## src/rtl/adder_cla_pipe.sv

```systemverilog
// adder_cla_pipe: pipelined carry-lookahead adder/subtractor with valid/ready flow control.
//
// The NBIT operands are cut into NSEG segments of W = NBIT/NSEG bits. Stage k
// resolves segment k with a 4-bit-group CLA using the registered carry from
// stage k-1. Unresolved operand bits ride along in skew registers, and resolved
// sum bits ride along in deskew registers, so every segment of a transaction
// reaches the output together after NSEG cycles.
//
// Handshake (valid/ready):
//   en    = ~o_vld | i_rdy    (global advance enable for every pipeline register)
//   o_rdy = en                (input accepted on a rising edge when i_vld & o_rdy)
//   Output transfer happens on a rising edge when o_vld & i_rdy. With en low,
//   every register (data and valid) holds, so o_s/o_c/o_ov stay stable while
//   o_vld=1 and i_rdy=0. Bubbles travel through and are not squeezed out.
//
// Optional build macro ADDER_CLA_PIPE_SAT_EN: on signed overflow, o_s saturates
// to signed max (A non-negative) or signed min (A negative). o_ov and the raw
// o_c carry are reported either way. Without the macro, o_s wraps.

module adder_cla_pipe #(
  parameter int NBIT = 32,
  parameter int NSEG = 4
) (
  input  logic            i_clk,
  input  logic            i_rstn,
  input  logic            i_vld,
  output logic            o_rdy,
  input  logic [NBIT-1:0] i_a,
  input  logic [NBIT-1:0] i_b,
  input  logic            i_c,
  input  logic            i_sub,
  output logic            o_vld,
  input  logic            i_rdy,
  output logic [NBIT-1:0] o_s,
  output logic            o_c,
  output logic            o_ov
);

  localparam int W    = NBIT / NSEG;
  localparam int NGRP = W / 4;
  localparam int MSB  = NBIT - 1;

`ifdef ADDER_CLA_PIPE_SAT_EN
  localparam logic [NBIT-1:0] SMAX = {1'b0, {(NBIT-1){1'b1}}};
  localparam logic [NBIT-1:0] SMIN = {1'b1, {(NBIT-1){1'b0}}};
`endif

  // One segment: 4-bit lookahead groups feeding a group-level carry chain.
  // Returns {carry_out, sum}.
  function automatic logic [W:0] cla_seg(
    input logic [W-1:0] a,
    input logic [W-1:0] b,
    input logic         cin
  );
    logic [W-1:0] g;
    logic [W-1:0] p;
    logic [W:0]   c;
    logic [3:0]   gq;
    logic [3:0]   pq;
    logic         cg;
    logic         grp_g;
    logic         grp_p;
    g     = a & b;
    p     = a ^ b;
    c     = '0;
    cg    = cin;
    gq    = '0;
    pq    = '0;
    grp_g = 1'b0;
    grp_p = 1'b0;
    for (int j = 0; j < NGRP; j++) begin
      gq = g[4*j +: 4];
      pq = p[4*j +: 4];
      c[4*j +: 4] = {
        gq[2] | (pq[2] & gq[1]) | (pq[2] & pq[1] & gq[0]) | (pq[2] & pq[1] & pq[0] & cg),
        gq[1] | (pq[1] & gq[0]) | (pq[1] & pq[0] & cg),
        gq[0] | (pq[0] & cg),
        cg
      };
      grp_g = gq[3] | (pq[3] & gq[2]) | (pq[3] & pq[2] & gq[1]) | (pq[3] & pq[2] & pq[1] & gq[0]);
      grp_p = &pq;
      cg    = grp_g | (grp_p & cg);
    end
    c[W] = cg;
    return {c[W], p ^ c[W-1:0]};
  endfunction

  logic            en;

  // Pipeline registers, index k = output of stage k.
  logic [NBIT-1:0] x_q [NSEG];   // sum bits for segments <= k, operand A above
  logic [NBIT-1:0] b_q [NSEG];   // post-inversion operand B (upper segments consumed later)
  logic [NSEG-1:0] c_q;          // carry out of segment k
  logic [NSEG-1:0] vld_q;
  logic            ov_q;

  // Stage inputs and next-state values.
  logic [NBIT-1:0] x_i [NSEG];
  logic [NBIT-1:0] b_i [NSEG];
  logic [NBIT-1:0] x_d [NSEG];
  logic [NSEG-1:0] c_i;
  logic [NSEG-1:0] v_i;
  logic [W:0]      seg [NSEG];
  logic            ov_d;

  assign en    = ~vld_q[NSEG-1] | i_rdy;
  assign o_rdy = en;

  // Stage inputs: stage 0 takes the ports, later stages take the previous stage's registers.
  always_comb begin
    x_i[0] = i_a;
    b_i[0] = i_sub ? ~i_b : i_b;
    c_i[0] = i_c ^ i_sub;
    v_i[0] = i_vld & en;
    for (int k = 1; k < NSEG; k++) begin
      x_i[k] = x_q[k-1];
      b_i[k] = b_q[k-1];
      c_i[k] = c_q[k-1];
      v_i[k] = vld_q[k-1];
    end
  end

  // Each stage resolves its own segment; the last stage also forms overflow (and saturation).
  always_comb begin
    for (int k = 0; k < NSEG; k++) begin
      seg[k] = cla_seg(x_i[k][k*W +: W], b_i[k][k*W +: W], c_i[k]);
      x_d[k] = x_i[k];
      x_d[k][k*W +: W] = seg[k][W-1:0];
    end
    ov_d = (x_i[NSEG-1][MSB] == b_i[NSEG-1][MSB]) &
           (seg[NSEG-1][W-1] != x_i[NSEG-1][MSB]);
`ifdef ADDER_CLA_PIPE_SAT_EN
    if (ov_d) begin
      x_d[NSEG-1] = x_i[NSEG-1][MSB] ? SMIN : SMAX;
    end
`endif
  end

  // Pipeline advance: everything moves together on en, everything holds otherwise.
  always_ff @(posedge i_clk) begin
    if (!i_rstn) begin
      for (int k = 0; k < NSEG; k++) begin
        x_q[k] <= '0;
        b_q[k] <= '0;
      end
      c_q   <= '0;
      vld_q <= '0;
      ov_q  <= 1'b0;
    end else if (en) begin
      for (int k = 0; k < NSEG; k++) begin
        x_q[k] <= x_d[k];
        b_q[k] <= b_i[k];
        c_q[k] <= seg[k][W];
      end
      vld_q <= v_i;
      ov_q  <= ov_d;
    end
  end

  assign o_vld = vld_q[NSEG-1];
  assign o_s   = x_q[NSEG-1];
  assign o_c   = c_q[NSEG-1];
  assign o_ov  = ov_q;

endmodule
```

## config.mk

```make
export PLATFORM = sky130hd
export DESIGN_NAME = adder_cla_pipe
export DESIGN_NICKNAME = d
export VERILOG_FILES = /design/src/rtl/adder_cla_pipe.sv
export SDC_FILE = /design/constraint.sdc
export NUM_CORES = 1
export LEC_CHECK = 0
export CORE_MARGIN = 1
export CORE_UTILIZATION = 45
export DETAILED_ROUTE_END_ITERATION = 6
export DONT_BUFFER_PORTS = 1
export PLACE_DENSITY_LB_ADDON = 0.1
export RECOVER_POWER = 25
export SLEW_MARGIN = 0
export SYNTH_ARGS = -nofsm -noshare
export SYNTH_HDL_FRONTEND = slang
export SYNTH_SLANG_ARGS = --single-unit
```

## constraint.sdc

```tcl
create_clock -name i_clk -period 10.05 [get_ports i_clk]
set_input_delay 0 -clock i_clk [delete_from_list [all_inputs] [get_ports i_clk]]
set_output_delay 0 -clock i_clk [all_outputs]
set_load 0.05 [all_outputs]
```

==> results by stage <==
STA:
- The final critical path time including I/O delays and setup is 4.94 ns.
- The worst-case clock skew is 0.0100 ns.
- The part of the cycle the worst path needs is 49.2%.
- Setup repair after global routing left no endpoint under its margin.
- The worst path setup slack after routing is 5.11 ns.
- The total count of max-transition violations in the final report is 100.
- For the final routed database, the setup TNS stands at 0 ns.
- The fmax is 0.202 GHz.
- The transition at the pin with the smallest max-transition slack is 2.01 ns.
- Headroom to the max-slew limit came out at -34.3%.
- The final number of hold-violating endpoints is 0.
- Setup violations remaining at the end of the flow were counted as 0.

Final layout:
- The number of filler cells placed in the layout is 1483.
- The share of cells above drive strength 1 is 6.05%.
- The number of cells in the finished layout apart from fillers is 923.
- The area growth from synthesis to layout is 18.9%.
- 0 antenna diodes ended up in the layout.
- The post-layout utilization of the core is 55.1%.
- The number of nets in the finished design is 791.

Routing:
- The detailed router placed 4904 vias in this run.
- Wires add up to 15000 µm.
- In this run the remaining antenna-violating nets after routing total 0.
- The via density per instance is 5.31.
- For this run, the detailed router's first-pass iteration total came to 7.
- For this block, the initial DRC count from the detailed router was 294.
- Dividing the detail-routed wire length by the instance count gives 16.3 µm.
- In the routed design, unresolved DRC markers number 10.

Setup path:
- The category of the most critical setup path is flop to flop.
- The worst flop-to-flop path startpoint is vld_q[3].
- In this run the worst setup path begins at vld_q[3].
- Of all nets on the critical path, the largest fanout is 49.
- Data on the critical path is required at its endpoint by 10.22 ns.
- The worst setup path is captured at a flop.
- The worst setup slack for register-to-register paths is 5.11 ns.
- The startpoint type of the worst setup path is a flop.
- Data arrives at the worst endpoint at 5.11 ns.

Power:
- IR analysis of the VDD net gives a maximum drop of 0.124 mV.
- In this run, flip-flops and latches consume 53.0% of the power.
- The static power due to leakage is 0.00444 µW.
- Power spread over the standard cell area amounts to 179 mW/mm².
- The switching power total is 384 µW.
- The logic gate share of total power is 8.9%.
- The clock network accounts for 38.2% of the total power.
- The proportion of total power due to net switching is 21.6%.
- The design internal power is 1400 µW.

Yosys:
- sky130_fd_sc_hd__edfxtp_1 is the most common cell in the netlist.
- Of all cell types, the one taking the most synthesized area is sky130_fd_sc_hd__edfxtp_1.
- The cell count after synthesis is 616.
- The fraction of synthesis flops using an asynchronous set or reset pin is 0%.
- When the netlist entered floorplanning its net count stood at 726.
- Dividing the synthesized area by the synthesized cell count gives 13.6 µm².
- The cell area that synthesis handed to floorplanning was 0.00838 mm².
- By area the synthesized netlist is led by sky130_fd_sc_hd__edfxtp_1 (63%), sky130_fd_sc_hd__and3_1 (9.2%), sky130_fd_sc_hd__ha_1 (4.8%).
- The area share of the leading cell type in the synthesized netlist is 63.1%.
- The number of different library cells used by synthesis comes to 41.
- In the synthesized netlist the dominant register cell turns out to be sky130_fd_sc_hd__edfxtp_1.
- For this run, the register share of the synthesized area comes to 65.2%.
- The count of yosys warnings during synthesis is 0.
- The total of flip-flops plus latches after synthesis is 185.
- Yosys mapped a number of flops with a built-in enable equal to 176.
- The commonest cells after synthesis are sky130_fd_sc_hd__edfxtp_1 (176), sky130_fd_sc_hd__and3_1 (123), sky130_fd_sc_hd__nor2_1 (52).

Global route:
- The first global-routing pass estimated 24700 µm of wire.
- The number of antenna violations at the first check in global routing was 0.
- Global routing finished with a remaining overflow of 0.
- In the global route stage, overall resource usage came out at 16.6%.
- The maximum number of pins on one net before global-route repair is 137.
- The via count of the first global-routing pass is 4951.

Hold path:
- In this run the worst hold path is classified as input port to flop.
- The startpoint identified for the worst hold timing path is i_a[2].

Placed design:
- Prior to clock tree synthesis, the placed netlist has a worst setup slack of 7.40 ns.
- The global placement routability congestion is 0.770.
- Buffers placed on the I/O ports in this run total 0.
- The number of placed cells counting well taps is 810.
- The estimated wirelength of the detail-placed design is 9040 µm.

Clocking:
- The clock transition at the registers of the reported paths is 0.07 ns.
- The total clock sinks is 185.
- The number of buffers created by CTS is 17.
- TritonCTS built the clock tree.
- The number of buffers between clock root and the deepest sink is 2.
- The insertion delay to the later sink of the worst-skew pair is 0.43 ns.
- The buffer type at the clock tree root is sky130_fd_sc_hd__clkbuf_16.
- In this run the post-CTS setup repair buffer count came out at 0.
- The maximum level of the CTS H-tree is 4.

Floorplanning:
- In this run the count of I/O pins placed on the die edge is 106.
- The floorplan has 49 rows.
- The die is 138 µm tall.
- The full die area is 0.0192 mm².
- In this run the standard cell core region covers 0.0181 mm².
- The die extent in x is 138 µm.
- The initial utilization of the core area, before any placement, comes to 46.3%.

Run status:
- The checks that failed: design-rule violations, max-capacitance violations, max-slew violations.
- The run finished, with violations left.

Job:
- The number of maximum-capacitance violations is 2.
layout make-up:
type	instances	area, µm²	share of cell area (%)
Clock inverter	7	116	1.17
Timing Repair Buffer	86	862	8.65
Sequential cell	185	5470	54.8
Tap cell	229	287	2.88
Clock buffer	25	485	4.87
Inverter	17	65.1	0.653
Multi-Input combinational cell	374	2690	26.9
critical path, cell delays in order, from the launching register on:
cell and delay, ns:
sky130_fd_sc_hd__dfxtp_1 0.64, sky130_fd_sc_hd__nor2b_1 0.19, sky130_fd_sc_hd__clkbuf_1 0.39, sky130_fd_sc_hd__clkinvlp_2 1.60
sky130_fd_sc_hd__nand2_2 1.14, sky130_fd_sc_hd__buf_4 0.44, sky130_fd_sc_hd__nor2_1 0.06, sky130_fd_sc_hd__o311ai_0 0.09
sky130_fd_sc_hd__o31ai_1 0.12
power groups by stage:
stage               registers, µW  logic (µW)  clock network [µW]
finish                        944         158                 680
global route                  949         178                 727
CTS                           945         159                 694
detailed placement            961         119                   0
global placement              960         116                   0
floorplan                     955         105                   0
per-layer routing:
| layer | wire length [µm] | vias up | global-route usage [%] |
|---|---|---|---|
| met5 | 0 | - | 0 |
| met4 | 264 | 0 | 6.92 |
| li1 | - | 2384 | - |
| met2 | 7280 | 114 | 27.3 |
| met3 | 670 | 23 | 4.43 |
| met1 | 6810 | 2383 | 20.9 |
logic make-up (layout without fill, tap and decap cells):
kind of cell               Yosys count  in the layout  synth area share [%]
adders and majority gates           40             40                  6.69
buffers and inverters               57            135                  2.78
muxes                                4              4                 0.478
DFF                                185            185                  65.2
and+or+nand+nor                    220            220                  14.2
AOI/OAI and AO/OA                   60             60                  5.29
xor gates and xnor gates            50             50                  5.32
through the flow:
step / total power [µW] / instance area (µm²) / hold slack, ns
floorplan: 1060 / 8380 / 0.147
finish: 1780 / 9970 / 0.0108
detailed placement: 1080 / 8550 / 0.131
global placement: 1080 / 8550 / 0.142
global route: 1850 / 9970 / 0.00818
CTS: 1800 / 9980 / 0.000572
sequential cells by signal, indices dropped and copies added, names as in the netlist:
register,count
o_ov,1
vld_q,4
x_q,128
c_q,4
b_q,48
what timing repair did:
action                    4_1_cts  5_1_grt
hold buffers                   81        0
hold endpoints to repair      159        0
resized for setup               0        0
placed cells by master, fill, tap and decap left out, drive strengths merged, types with 2 or more instances in the layout:
| cell type | count |
|---|---|
| a31o | 2 |
| dfxtp | 9 |
| clkinvlp | 2 |
| nor3 | 4 |
| xnor2 | 32 |
| and3 | 123 |
| edfxtp | 176 |
| o21bai | 2 |
| o21ai | 11 |
| buf | 5 |
| nor2 | 52 |
| bufinv | 3 |
| mux2i | 4 |
| xor2 | 18 |
| a21oi | 15 |
| a21boi | 3 |
| nand2b | 12 |
| nand2 | 17 |
| a211oi | 6 |
| fa | 8 |
| a2111oi | 2 |
| clkbuf | 26 |
| inv | 16 |
| ha | 32 |
| nand3 | 6 |
| dlygate4sd3 | 80 |
| o21a | 3 |
| o311ai | 2 |
| clkinv | 3 |
| a31oi | 3 |
| a21o | 8 |
path summary, 6_finish.rpt:
| kind | cells past startpoint | to |
|---|---|---|
| setup / recovery | 8 | x_q[0][7] |
| hold / removal | 3 | x_q[0][2] |
| setup reg to reg | 8 | x_q[0][7] |
| hold reg to reg | 2 | vld_q[2] |
(Power assumes the default switching activity.)
